==> src/rtl/cfg_i2c_sequencer.sv <==
// Configuration sequencer: streams a ROM image to a single I2C device as write
// transactions through a byte-level I2C master, with settle pause and NACK retry.
module cfg_i2c_sequencer #(
    parameter int         MEM_WIDTH    = 24,
    parameter int         DATA_WIDTH   = 8,
    parameter int         WORD_NUMBER  = 326,
    parameter logic [6:0] SLAVE_ADDR   = 7'b111_0100,
    parameter int         PAUSE_AFTER  = 3,
    parameter int         PAUSE_CYCLES = 37_500_000,
    parameter int         MAX_RETRY    = 3,
    localparam int        AW           = (WORD_NUMBER > 1) ? $clog2(WORD_NUMBER) : 1
) (
    input  logic                  clk_i,
    input  logic                  rst_i,
    input  logic                  start_i,
    output logic [AW-1:0]         rom_addr_o,
    input  logic [MEM_WIDTH-1:0]  rom_data_i,
    output logic                  tx_valid_o,
    input  logic                  tx_ready_i,
    output logic [DATA_WIDTH-1:0] tx_data_o,
    output logic                  tx_first_o,
    output logic                  tx_last_o,
    input  logic                  xfer_done_i,
    input  logic                  nack_i,
    output logic                  busy_o,
    output logic                  done_o,
    output logic                  error_o,
    output logic [AW:0]           word_cnt_o
);

    localparam int BYTES      = MEM_WIDTH / DATA_WIDTH;
    localparam int BC_W       = $clog2(BYTES + 1);
    localparam int PC_W       = (PAUSE_CYCLES > 1) ? $clog2(PAUSE_CYCLES + 1) : 1;
    localparam int RT_W       = (MAX_RETRY > 0) ? $clog2(MAX_RETRY + 1) : 1;
    localparam int PAUSE_LAST = (PAUSE_CYCLES > 0) ? PAUSE_CYCLES - 1 : 0;

    // A disabled pause maps to a word count of 0, which a completed word never reaches.
    localparam bit          PAUSE_EN = (PAUSE_AFTER > 0) && (PAUSE_AFTER < WORD_NUMBER);
    localparam logic [AW:0] PAUSE_AT = PAUSE_EN ? (AW+1)'(PAUSE_AFTER) : '0;
    localparam logic [AW:0] LAST_IDX = (AW+1)'(WORD_NUMBER);

    localparam logic [2:0] S_IDLE  = 3'd0;
    localparam logic [2:0] S_FETCH = 3'd1;
    localparam logic [2:0] S_LOAD  = 3'd2;
    localparam logic [2:0] S_SEND  = 3'd3;
    localparam logic [2:0] S_WAIT  = 3'd4;
    localparam logic [2:0] S_PAUSE = 3'd5;
    localparam logic [2:0] S_DONE  = 3'd6;
    localparam logic [2:0] S_ERROR = 3'd7;

    logic [2:0]            r_state;
    logic [AW:0]           r_idx;
    logic [AW:0]           r_word_cnt;
    logic [RT_W-1:0]       r_retry;
    logic [BC_W-1:0]       r_byte_cnt;
    logic [PC_W-1:0]       r_pause_cnt;
    logic [MEM_WIDTH-1:0]  r_shift;
    logic                  r_tx_valid;
    logic [DATA_WIDTH-1:0] r_tx_data;
    logic                  r_tx_first;
    logic                  r_tx_last;

    logic [AW:0]           w_word_cnt_nxt;
    logic [AW:0]           w_idx_nxt;

    assign w_word_cnt_nxt = r_word_cnt + (AW+1)'(1);
    assign w_idx_nxt      = (r_idx == LAST_IDX) ? r_idx : r_idx + (AW+1)'(1);

    always_ff @(posedge clk_i) begin
        if (rst_i) begin
            r_state     <= S_IDLE;
            r_idx       <= '0;
            r_word_cnt  <= '0;
            r_retry     <= '0;
            r_byte_cnt  <= '0;
            r_pause_cnt <= '0;
            r_shift     <= '0;
            r_tx_valid  <= 1'b0;
            r_tx_data   <= '0;
            r_tx_first  <= 1'b0;
            r_tx_last   <= 1'b0;
        end else begin
            case (r_state)
                S_IDLE, S_DONE, S_ERROR: begin
                    if (start_i) begin
                        r_state    <= S_FETCH;
                        r_idx      <= '0;
                        r_word_cnt <= '0;
                        r_retry    <= '0;
                    end
                end
                S_FETCH: r_state <= S_LOAD;
                S_LOAD: begin
                    r_shift    <= rom_data_i;
                    r_byte_cnt <= '0;
                    r_tx_valid <= 1'b1;
                    r_tx_data  <= DATA_WIDTH'({SLAVE_ADDR, 1'b0});
                    r_tx_first <= 1'b1;
                    r_tx_last  <= 1'b0;
                    r_state    <= S_SEND;
                end
                S_SEND: begin
                    if (tx_ready_i) begin
                        if (r_byte_cnt == BC_W'(BYTES)) begin
                            r_tx_valid <= 1'b0;
                            r_tx_first <= 1'b0;
                            r_tx_last  <= 1'b0;
                            r_state    <= S_WAIT;
                        end else begin
                            r_tx_data  <= r_shift[MEM_WIDTH-1 -: DATA_WIDTH];
                            r_shift    <= r_shift << DATA_WIDTH;
                            r_tx_first <= 1'b0;
                            r_tx_last  <= (r_byte_cnt == BC_W'(BYTES - 1));
                            r_byte_cnt <= r_byte_cnt + BC_W'(1);
                        end
                    end
                end
                S_WAIT: begin
                    if (xfer_done_i) begin
                        if (!nack_i) begin
                            r_word_cnt <= w_word_cnt_nxt;
                            r_idx      <= w_idx_nxt;
                            r_retry    <= '0;
                            if (w_word_cnt_nxt == PAUSE_AT) begin
                                r_pause_cnt <= '0;
                                r_state     <= S_PAUSE;
                            end else if (w_idx_nxt == LAST_IDX) begin
                                r_state <= S_DONE;
                            end else begin
                                r_state <= S_FETCH;
                            end
                        end else if (r_retry < RT_W'(MAX_RETRY)) begin
                            // Word register was consumed by shifting; reload it from the held ROM output.
                            r_retry <= r_retry + RT_W'(1);
                            r_state <= S_LOAD;
                        end else begin
                            r_state <= S_ERROR;
                        end
                    end
                end
                S_PAUSE: begin
                    if (r_pause_cnt == PC_W'(PAUSE_LAST)) begin
                        r_state <= (r_idx == LAST_IDX) ? S_DONE : S_FETCH;
                    end else begin
                        r_pause_cnt <= r_pause_cnt + PC_W'(1);
                    end
                end
                default: r_state <= S_IDLE;
            endcase
        end
    end

    // ROM address follows idx directly so the ROM's one-cycle latency lands in LOAD.
    assign rom_addr_o = r_idx[AW-1:0];
    assign tx_valid_o = r_tx_valid;
    assign tx_data_o  = r_tx_data;
    assign tx_first_o = r_tx_first;
    assign tx_last_o  = r_tx_last;
    assign busy_o     = !((r_state == S_IDLE) || (r_state == S_DONE) || (r_state == S_ERROR));
    assign done_o     = (r_state == S_DONE);
    assign error_o    = (r_state == S_ERROR);
    assign word_cnt_o = r_word_cnt;

endmodule

==> config.mk <==
export PLATFORM = sky130hd
export DESIGN_NAME = cfg_i2c_sequencer
export DESIGN_NICKNAME = d
export VERILOG_FILES = /design/src/rtl/cfg_i2c_sequencer.sv
export SDC_FILE = /design/constraint.sdc
export NUM_CORES = 1
export LEC_CHECK = 0
export BUFFER_PORTS_ARGS = -buffer_cell sky130_fd_sc_hd__buf_2
export CAP_MARGIN = 20
export CORE_MARGIN = 3
export CORE_UTILIZATION = 54
export CTS_CLUSTER_DIAMETER = 60
export DETAILED_ROUTE_END_ITERATION = 8
export PLACE_DENSITY = 0.75
export SLEW_MARGIN = 10
export SYNTH_ARGS = -nofsm -noshare
export SYNTH_HDL_FRONTEND = slang
export SYNTH_SLANG_ARGS = --single-unit
==> constraint.sdc <==
create_clock -name clk_i -period 2.3 [get_ports clk_i]
set_input_delay 0.23 -clock clk_i [delete_from_list [all_inputs] [get_ports clk_i]]
set_output_delay 0.23 -clock clk_i [all_outputs]
set_load 0.1 [all_outputs]
==> reports/metrics.yaml, run 1 <==
run_status:
  status: "complete, no violations"
timing:
  slew_violations: 0
  setup_viol: 0
  min_period_ps: 2160
  timing.final.crit_share_pct: 93.7
  fmax_mhz: 464
  max_slew.worst_pin.slew_ps: 510
  slew-limit-headroom_pct: 65.9
  rsz0062_at_grt: "no"
  setup-tns-final_ps: 0
  hold_viol: 0
  skew_ps: 7.80
critical_path:
  end_kind: "output pin"
  cp-start-kind: "flip-flop"
  crit_fanout: 27
  worstPathArrival_ps: 1930
  max_stage_delay_ps: 650
  crit_slowest_cell: "dfxtp_1"
  critPathKind: "flip-flop to output pin"
  required_ps: 2070
  path_delay_family: "buffers and inverters"
  crit_chain: "buf_4, inv_1, nor2_2, buf_12"
  crit_buf_inv: 3
global_route:
  grt_start_max_net_pins: 38
  antenna_found_initial: 0
  grt_pass1_vias: 4167
  overflow: 0
  grt_pass1_wl_um: 18700
  grt_usage_pct: 22.5
power_and_ir_drop:
  power.density_mw_per_mm2: 603
  p_comb_share_pct: 14.5
  seq_power_share_pct: 50.8
  clkPwrFrac_pct: 34.7
  finalPower_mw: 3.17
  swShare_pct: 29.0
  cellLeakagePower_nw: 1.95
  internal_power_mw: 2.25
  total_switching_power_mw: 0.921
  peakVddDrop_mv: 0.418
die:
  die_h_um: 99.2
  die_area_mm2: 0.00985
  coreArea_mm2: 0.00834
  ios: 63
  initial_core_util_pct: 56.3
  dieWidth_um: 99.2
  row_count: 33
drt:
  drtAntennaViolNets: 0
  vias: 4374
  drt_wl_total_um: 10800
  initialDrtViolationCount: 255
  wl_per_cell_um: 14.6
  via_per_inst: 5.88
  drc: 0
  dr.pass1.iters: 5
final_layout:
  design_area_mm2: 0.00526
  layout.nets: 672
  antenna_cells: 0
  fillers: 771
  multi_input_area_mm2: 0.00263
  syn_to_final_growth_pct: 12.1
  fin_util_pct: 63.1
  seqCellArea_mm2: 0.00178
  drive_above_1_share_pct: 19.4
synth:
  yosys.area_share.simple_pct: 31.2
  synth-seq-cells: 88
  synth_top_family_by_area: "simple AND/OR/NAND/NOR gates"
  synth-compound-area-share_pct: 17.2
  async_reset_ff_share_pct: 0
  synthAdderAreaFrac_pct: 2.13
  synth-xor-area-share_pct: 4.85
  yosysWarnings: 0
  synth_mux_area_share_pct: 0.427
  synth-edff-count: 0
  yosysTopAreaCell: "dfxtp_1"
  synth.yosys.seq_area_share_pct: 37.5
  synth_nets: 630
  ys_top_cells_by_count: "nor2_1 (91), dfxtp_1 (88), nand2_1 (54)"
  synth.area.top_cells: "dfxtp_1 (38%), nor2_1 (7.3%), nand3_1 (4.5%)"
  ys_types: 60
  synth_area_per_cell_um2: 7.93
  synthesis.area_mm2: 0.00469
  synth_ff_type: "dfxtp_1"
  netlist_instances: 592
  synth_most_common_cell: "nor2_1"
  synth_top_area_share_pct: 37.5
job:
  max_cap_violations: 0
placed_design:
  gp_routability_congestion: 0.891
  portBuffers: 62
  hpwl_um: 7580
  dpl-instance-area_mm2: 0.00505
min_path:
  hp-class: "primary input to flip-flop"
clocking:
  cts_max_level: 3
  cts_tree: "built"
  numCtsBuffers: 9
  cts_root_buffer: "clkbuf_8"
  cts_max_path_buffers: 2
  clock-sinks: 88
  clkSlewWorstSetupHoldPaths_ps: 90
  post_cts_buffers: 0
  clk_latency_ps: 350
==> cells by family (layout without fill, tap and decap cells) <==
group	count (synthesis)	count (layout)
buffers and inverters	57	104
xor gates and xnor gates	26	26
muxes	2	2
DFF	88	88
adders and majority gates	8	8
AOI/OAI and AO/OA	118	118
and+or+nand+nor	293	293
==> placed cells by master (no fill, tap or decap), drive strengths merged, types with 2 or more instances in the layout <==
cell and n:
nor2 91, dfxtp 88, buf 80, nand2 54
nand3 42, a21oi 34, nor3 26, o21ai 21
nand4 20, a311oi 19, xor2 15, a22oi 13
xnor2 11, clkbuf 10, inv 10, and3 9
ha 8, or3 7, nand2b 6, nor3b 6
and2 6, a31oi 5, a211oi 5, nor2b 5
nor4 5, nand3b 4, or4 4, a211o 3
and4 3, a21boi 2, a21o 2, o21bai 2
o311ai 2, o22ai 2, mux2i 2, clkinv 2
==> flip-flops by register name (all words and copies together) (netlist names), 2 cells and up <==
signal	flops
tx_data_o	8
r_state	3
r_pause_cnt	26
r_byte_cnt	2
r_retry	2
r_idx	10
r_shift	24
word_cnt_o	10
==> tightest hold or removal path, stage by stage <==
cell	delay (ps)
buf_2	80
a22oi_1	50
nor2_1	80
==> metrics by stage <==
stage,hold WS (ps),instances,setup slack [ps]
floorplan,378,592,49.1
finish,114,744,144
global route,128,744,21.9
detailed placement,467,728,193
global placement,460,728,270
CTS,106,744,154
==> repair_timing <==
action                                  CTS  global route
endpoints found under the setup margin    0             1
hold buffers                              0             0
resized for setup                         0             2
==> per-layer routing <==
layer	up-vias	wire length, um	global-route usage [%]
met5	-	0	0
met4	0	177	8.72
met3	18	485	3.65
met2	104	5110	35.3
met1	2037	5070	31.0
li1	2215	-	-
==> path summary, 6_finish.rpt <==
check | start | end | slack, ps | cells after the start
setup / recovery | r_state[0] | error_o | 140 | 4
hold / removal | rom_data_i[2] | r_shift[2] | 110 | 3
setup reg to reg | word_cnt_o[0] | r_pause_cnt[23] | 180 | 8
hold reg to reg | r_pause_cnt[1] | r_pause_cnt[1] | 480 | 2
==> power groups by stage <==
| stage | combinational, mW | clock [mW] | sequential (mW) |
|---|---|---|---|
| floorplan | 0.274 | 0 | 1.71 |
| global placement | 0.455 | 0 | 1.64 |
| detailed placement | 0.459 | 0 | 1.65 |
| CTS | 0.461 | 1.13 | 1.61 |
| global route | 0.507 | 1.19 | 1.62 |
| finish | 0.460 | 1.10 | 1.61 |
==> layout make-up <==
class | instances | area share [%]
clock buffer | 10 | 2.62
clock inverter | 6 | 1.26
inverter | 8 | 0.571
multi-input combinational | 447 | 50.0
sequential | 88 | 33.8
tap | 105 | 2.50
timing repair buffer | 80 | 9.28
Power figures use the tool's default switching activity.
==> run 2, diff against run 1 <==
Settings changed: BUFFER_PORTS_ARGS -buffer_cell sky130_fd_sc_hd__buf_2 to unset, DONT_BUFFER_PORTS set to 1, PLACE_DENSITY 0.75 to 0.69.
==> run 2 against run 1 <==
  * Sequential share of layout area up 0.26 points
  * Clock power shrank 6%
  * Sequential power barely moved
  * Global-route usage grew 0.35 points
  * Hold slack worse by 99 ps
  * Flip-flop and latch count unchanged
  * First-iteration DRC count is 13% lower
  * Maximum frequency shrank 0.40%
  * Clock skew rose by 3.5 ps
  * Via count fell by 2.1%
  * Critical path depth increased by 3
  * Highest routed layer unchanged
==> reports/metrics.yaml, run 2 (same netlist as run 1, synthesis figures left out) <==
placed_design:
  hpwl_um: 7700  # +1.5%
  gp_routability_congestion: 0.852  # -4.4%
  portBuffers: 0  # -100%
final_layout:
  drive_above_1_share_pct: 15.7  # -3.7 points
  fillers: 757  # -1.8%
  antenna_cells: 0  # unchanged
  multi_input_area_mm2: 0.00263  # about the same
  layout_common_cells: "nor2_1 (89), dfxtp_1 (82), nand2_1 (54), buf_4 (49), nand3_1 (42)"
  seqCellArea_mm2: 0.00177  # -0.14%
  largest_register_ffs: 26  # unchanged
  reg_top3: "r_pause_cnt (26), r_shift (24)"
  layout.nets: 645  # -4.0%
  regMostFlops: "r_pause_cnt"
  layout_commonest_cell: "nor2_1"
  fin_util_pct: 62.5  # -0.57 points
  syn_to_final_growth_pct: 11.1
run_status:
  status: "complete, no violations"
timing:
  slew_violations: 0  # unchanged
  rsz0062_at_grt: "no"
  timing.final.crit_share_pct: 94.1  # +0.38 points
  slew-limit-headroom_pct: 54.9  # -11 points
  min_period_ps: 2160  # +8.75 ps
  max_slew.worst_pin.slew_ps: 674  # +163 ps
  skew_ps: 11.3  # +3.54 ps
  hold_viol: 0  # unchanged
  setup_viol: 0  # unchanged
  setup-tns-final_ps: 0  # unchanged
  fmax_mhz: 462  # -0.40%
clocking:
  cts_max_level: 3  # unchanged
  cts_max_path_buffers: 2  # unchanged
  numCtsBuffers: 9  # unchanged
  cts_root_buffer: "clkbuf_8"
  clock-sinks: 88  # unchanged
  clkSlewWorstSetupHoldPaths_ps: 100  # about the same
  cts_tree: "built"
  clk_latency_ps: 360  # about the same
global_route:
  overflow: 0  # unchanged
  antenna_found_initial: 0  # unchanged
  use_met3_pct: 5.05  # +1.4 points
  grt_usage_pct: 22.8  # +0.35 points
  grt_start_max_net_pins: 60  # +58%
  use_met2_pct: 38.4  # +3.2 points
  grt_pass1_wl_um: 18900  # +0.88%
  gr-usage-met1_pct: 29.1  # -1.9 points
  grt-busiest-layer: "met2"
  grt_pass1_vias: 4104  # -1.5%
drt:
  drc: 0  # unchanged
  via_per_inst: 5.97  # +1.6%
  drt_wl_total_um: 11200  # +3.2%
  initialDrtViolationCount: 222  # -13%
  vias: 4282  # -2.1%
  dr.pass1.iters: 4  # -1
  wl_per_cell_um: 15.6  # +7.1%
  drtAntennaViolNets: 0  # unchanged
critical_path:
  critPathKind: "flip-flop to flip-flop"
  required_ps: 2560  # +490 ps
  path_delay_family: "simple AND/OR/NAND/NOR gates"
  crit_slowest_cell: "dfxtp_1"
  end_kind: "flip-flop"
  cp-start-kind: "flip-flop"
  crit_buf_inv: 0  # -3
  worstPathArrival_ps: 2420  # +490 ps
  crit_chain: "ha_1, or2b_1, or4_1, nand3_1, nand4_1, nor3b_2, o41ai_2"
  crit_fanout: 7  # -74%
  max_stage_delay_ps: 450  # -200 ps
power_and_ir_drop:
  power.density_mw_per_mm2: 591  # -2.0%
  peakVddDrop_mv: 0.473  # +13%
  clkPwrFrac_pct: 33.5  # -1.2 points
  seq_power_share_pct: 52.1  # +1.3 points
  swShare_pct: 29.8  # +0.74 points
  internal_power_mw: 2.16  # -3.9%
  cellLeakagePower_nw: 1.84  # -5.6%
  total_switching_power_mw: 0.917  # -0.37%
  p_comb_share_pct: 14.4  # about the same
die:
  dieWidth_um: 99.2  # unchanged
  initial_core_util_pct: 56.3  # unchanged
  die_h_um: 99.2  # unchanged
  row_count: 33  # unchanged
  ios: 63  # unchanged
  coreArea_mm2: 0.00834  # unchanged
  die_area_mm2: 0.00985  # unchanged
min_path:
  hp-class: "primary input to flip-flop"
job:
  max_cap_violations: 0  # unchanged
==> run 2: cell count changes in the layout (fill, tap and decap cells not counted), moves of 2 or more <==
cell     previous run  this run
buf_2              60         0
buf_4              17        49
dfxtp_1            80        82
dfxtp_2             6         4
==> run 2: final timing paths <==
path | start | end | slack, ps | cells after the start
min | rom_data_i[23] | r_shift[23] | 10 | 2
max reg2reg | r_idx[1] | r_state[2] | 140 | 7
min reg2reg | r_shift[11] | r_shift[19] | 480 | 2
max | r_idx[1] | r_state[2] | 140 | 7
==> run 2: cell type report <==
| cell class | instances | share of cell area [%] |
|---|---|---|
| sequential | 88 | 34.0 |
| inverter | 8 | 0.576 |
| timing repair buffer | 53 | 8.74 |
| clock buffer | 11 | 2.90 |
| clock inverter | 5 | 0.744 |
| multi-input combinational | 447 | 50.5 |
| tap | 105 | 2.52 |
==> run 2: what timing repair did <==
item	4_1_cts	5_1_grt
hold endpoints to repair	59	0
gates resized for setup	0	1
setup endpoints to repair	0	1
buffers inserted	0	0
hold buffers	1	0
==> run 2: per-stage QoR <==
step | hold slack (ps) | instances | setup slack [ps] | total power [mW] | area [um^2]
final | 14.8 | 717 | 135 | 3.08 | 5210
after global routing | 18.6 | 717 | 14.6 | 3.21 | 5210
after CTS | 7.34 | 717 | 120 | 3.11 | 5210
after detailed placement | 301 | 700 | 161 | 2.06 | 4990
after global placement | 298 | 700 | 250 | 2.06 | 4990
after floorplan | 378 | 592 | 49.1 | 1.98 | 4710
==> run 2: power groups by stage <==
stage               Sequential [mW]  Combinational, mW  Clock [mW]
global route                   1.61              0.490        1.11
finish                         1.60              0.444        1.03
floorplan                      1.71              0.274           0
detailed placement             1.64              0.423           0
global placement               1.64              0.416           0
CTS                            1.60              0.446        1.06
==> run 2: routing by layer <==
layer  wire length (um)  vias up
met4                 89        0
met3                610        9
li1                   -     2143
met1               5150     2040
met5                  0        -
met2               5340       90
==> run 2: worst register-to-register path: cells and delay by family, from the launching register on <==
family / cells / cell delay [ps]
compound gates: 1 / 290
fa+ha+maj: 1 / 300
flops: 1 / 450
simple gates: 5 / 1030
==> run 3, diff against run 2 <==
Settings changed: ABC_AREA set to 1.
==> run 3 against run 2 <==
  * Setup slack better by 96 ps
  * Combinational power is 15% lower
  * Utilization barely moved
  * Synthesized cell count up 27%
  * Cell count grew 24%
  * Highest routed layer unchanged
==> reports/metrics.yaml, run 3 <==
run_status:
  status: "complete, no violations"
power_and_ir_drop:
  swShare_pct: 31.3  # +1.5 points
  p_comb_share_pct: 12.5  # -1.9 points
  peakVddDrop_mv: 0.424  # -10%
  finalPower_mw: 3.04  # -1.4%
  cellLeakagePower_nw: 2.05  # +11%
  seq_power_share_pct: 52.5  # +0.4 points
  total_switching_power_mw: 0.951  # +3.7%
  internal_power_mw: 2.09  # -3.6%
  clkPwrFrac_pct: 35.0  # +1.5 points
  power.density_mw_per_mm2: 555  # -6.2%
synth:
  synth-seq-cells: 88  # unchanged
  ys_top_cells_by_count: "nand2_1 (232), dfxtp_1 (88), a21oi_1 (72)"
  yosysTopAreaCell: "dfxtp_1"
  synthesis.area_mm2: 0.00492  # +4.7%
  synth_nets: 789  # +25%
  synth-edff-count: 0  # unchanged
  netlist_instances: 751  # +27%
  yosysWarnings: 0  # unchanged
  ys_types: 35  # -42%
  synth_top_area_share_pct: 35.8  # -1.7 points
  synth_most_common_cell: "nand2_1"
  synth.area.top_cells: "dfxtp_1 (36%), nand2_1 (18%), a21oi_1 (7.3%)"
  synth_area_per_cell_um2: 6.55  # -17%
  synth_ff_type: "dfxtp_1"
  synth.yosys.seq_area_share_pct: 35.8  # -1.7 points
  async_reset_ff_share_pct: 0  # unchanged
final_layout:
  largest_register_ffs: 26  # unchanged
  layout_common_cells: "nand2_1 (232), dfxtp_1 (79), a21oi_1 (72), nor2_1 (65), inv_1 (57)"
  design_area_mm2: 0.00548  # +5.1%
  fillers: 815  # +7.7%
  reg_top3: "r_pause_cnt (26), r_shift (24)"
  layout.nets: 812  # +26%
  regMostFlops: "r_pause_cnt"
  syn_to_final_growth_pct: 11.4
  fin_util_pct: 62.5  # about the same
  antenna_cells: 0  # unchanged
  layout_commonest_cell: "nand2_1"
  drive_above_1_share_pct: 12.8  # -2.8 points
placed_design:
  hpwl_um: 8620  # +12%
  gp_routability_congestion: 0.870  # +2.1%
  portBuffers: 0  # unchanged
  dpl-instance-area_mm2: 0.00518  # +3.8%
  post-place-ws_ps: 25.7  # -135 ps
global_route:
  grt_usage_pct: 24.5  # +1.7 points
  antenna_found_initial: 0  # unchanged
  grt_start_max_net_pins: 69  # +15%
  overflow: 0  # unchanged
  grt_pass1_wl_um: 20600  # +8.8%
  grt_pass1_vias: 4442  # +8.2%
clocking:
  clk_latency_ps: 360  # about the same
  clkSlewWorstSetupHoldPaths_ps: 100  # about the same
  cts_root_buffer: "clkbuf_8"
  clock-sinks: 88  # unchanged
  cts_max_path_buffers: 2  # unchanged
  cts_max_level: 3  # unchanged
  cts_tree: "built"
  numCtsBuffers: 9  # unchanged
min_path:
  hp-class: "primary input to flip-flop"
  min_from: "rom_data_i[16]"
  holdPathStages: 2  # unchanged
  min_to: "r_shift[16]"
drt:
  drtAntennaViolNets: 0  # unchanged
  drt_wl_total_um: 12500  # +12%
  vias: 4909  # +15%
  via_per_inst: 5.53  # -7.3%
  drc: 0  # unchanged
  initialDrtViolationCount: 192  # -14%
  wl_per_cell_um: 14.1  # -9.5%
  dr.pass1.iters: 5  # +1
timing:
  max_slew.worst_pin.slew_ps: 789  # +116 ps
  min_period_ps: 2070  # -96.3 ps
  slew-limit-headroom_pct: 47.2  # -7.7 points
  setup_viol: 0  # unchanged
  slew_violations: 0  # unchanged
  skew_ps: 17.4  # +6.07 ps
  layout_setup_ws_ps: 232  # +96.3 ps
  timing.final.crit_share_pct: 89.9  # -4.2 points
  fmax_mhz: 483  # +4.7%
  hold_viol: 0  # unchanged
job:
  max_cap_violations: 0  # unchanged
die:
  die_h_um: 101  # +2.2%
  coreArea_mm2: 0.00876  # +5.1%
  row_count: 34  # +3.0%
  ios: 63  # unchanged
  dieWidth_um: 101  # +2.2%
  die_area_mm2: 0.0103  # +4.5%
  initial_core_util_pct: 56.1  # -0.17 points
critical_path:
  critPathKind: "flip-flop to flip-flop"
  required_ps: 2600  # +40 ps
  ff2ff_path_depth: 13  # +6
  crit_fanout: 7  # unchanged
  r2r-end: "r_state[1]"
  end_kind: "flip-flop"
  worstPathArrival_ps: 2370  # -50 ps
  rr_startpoint: "r_idx[1]"
  reg2reg_slack_ps: 230  # +100 ps
  cp-start-kind: "flip-flop"
-- run 3: changes by cell type in the layout (fill, tap and decap cells not counted), sizes merged, moves of 12 or more --
cell and change:
nor3 -15, a22oi -13, a31oi +12, a311oi -19, nor2 -17, a21oi +40
inv +61, nand2 +182
-- run 3: what timing repair did --
item / 4_1_cts / 5_1_grt
endpoints found under the setup margin: 0 / 29
hold endpoints to repair: 68 / 0
hold buffers: 5 / 0
setup buffers: 0 / 1
resized for setup: 0 / 8
-- run 3: layout make-up --
type / instances / area [um^2] / share of cell area, %
flip-flops and latches: 88 / 1770 / 32.4
clock inverters: 7 / 67.6 / 1.23
inverters: 67 / 254 / 4.64
clock buffers: 9 / 124 / 2.26
repair buffers: 47 / 387 / 7.06
well taps: 108 / 135 / 2.47
multi-input cells: 561 / 2740 / 50.0
-- run 3: worst max path at each step --
stage / from / to / slack (ps)
final: r_idx[1] / r_state[1] / 230
after global routing: r_idx[0] / r_state[1] / -9
after detailed placement: r_pause_cnt[0] / r_pause_cnt[5] / 30
after floorplan: word_cnt_o[8] / r_pause_cnt[20] / 60
after CTS: r_pause_cnt[0] / r_pause_cnt[5] / 9
after global placement: r_pause_cnt[0] / r_pause_cnt[5] / 120
-- run 3: kinds of logic (layout without fill, tap and decap cells) --
family / Yosys count / after routing / synth area share (%)
DFF: 88 / 88 / 35.8
xor gates and xnor gates: 18 / 18 / 3.21
buffers and inverters: 103 / 130 / 9.26
adders and majority gates: 8 / 8 / 2.04
and+or+nand+nor: 408 / 409 / 36.0
AOI/OAI and AO/OA: 126 / 126 / 13.6
-- run 3: stage by stage --
stage               cells  hold slack (ps)  setup TNS (ps)
floorplan             751              379               0
global placement      864              305               0
detailed placement    864              308               0
CTS                   885             2.34               0
global route          887             12.7           -9.39
finish                887             18.1               0
-- run 3: power by group through the flow --
stage	logic, mW	registers [mW]	clock network [mW]
global route	0.415	1.60	1.16
floorplan	0.240	1.68	0
global placement	0.338	1.63	0
finish	0.379	1.59	1.06
detailed placement	0.344	1.63	0
CTS	0.375	1.59	1.09
-- run 3: worst max-delay path: stages, from the launching register on --
cell	delay, ps
dfxtp_1	450
ha_1	190
nand2_1	50
nor2_1	200
nand3_2	230
o21ai_1	210
nand2_1	90
nor2_1	90
nand3_1	100
nand2_1	100
nand3_1	80
nand2_1	70
nand2_1	40
a21oi_1	100
-- run 3: metal layers --
| metal | wire length (um) | part of all wire (%) | vias up | track usage (%) |
|---|---|---|---|---|
| li1 | - | - | 2499 | - |
| met1 | 5610 | 45 | 2251 | 32.5 |
| met2 | 5970 | 48 | 137 | 40.2 |
| met3 | 738 | 5.9 | 22 | 4.55 |
| met4 | 208 | 1.7 | 0 | 7.98 |
| met5 | 0 | 0 | - | 0 |
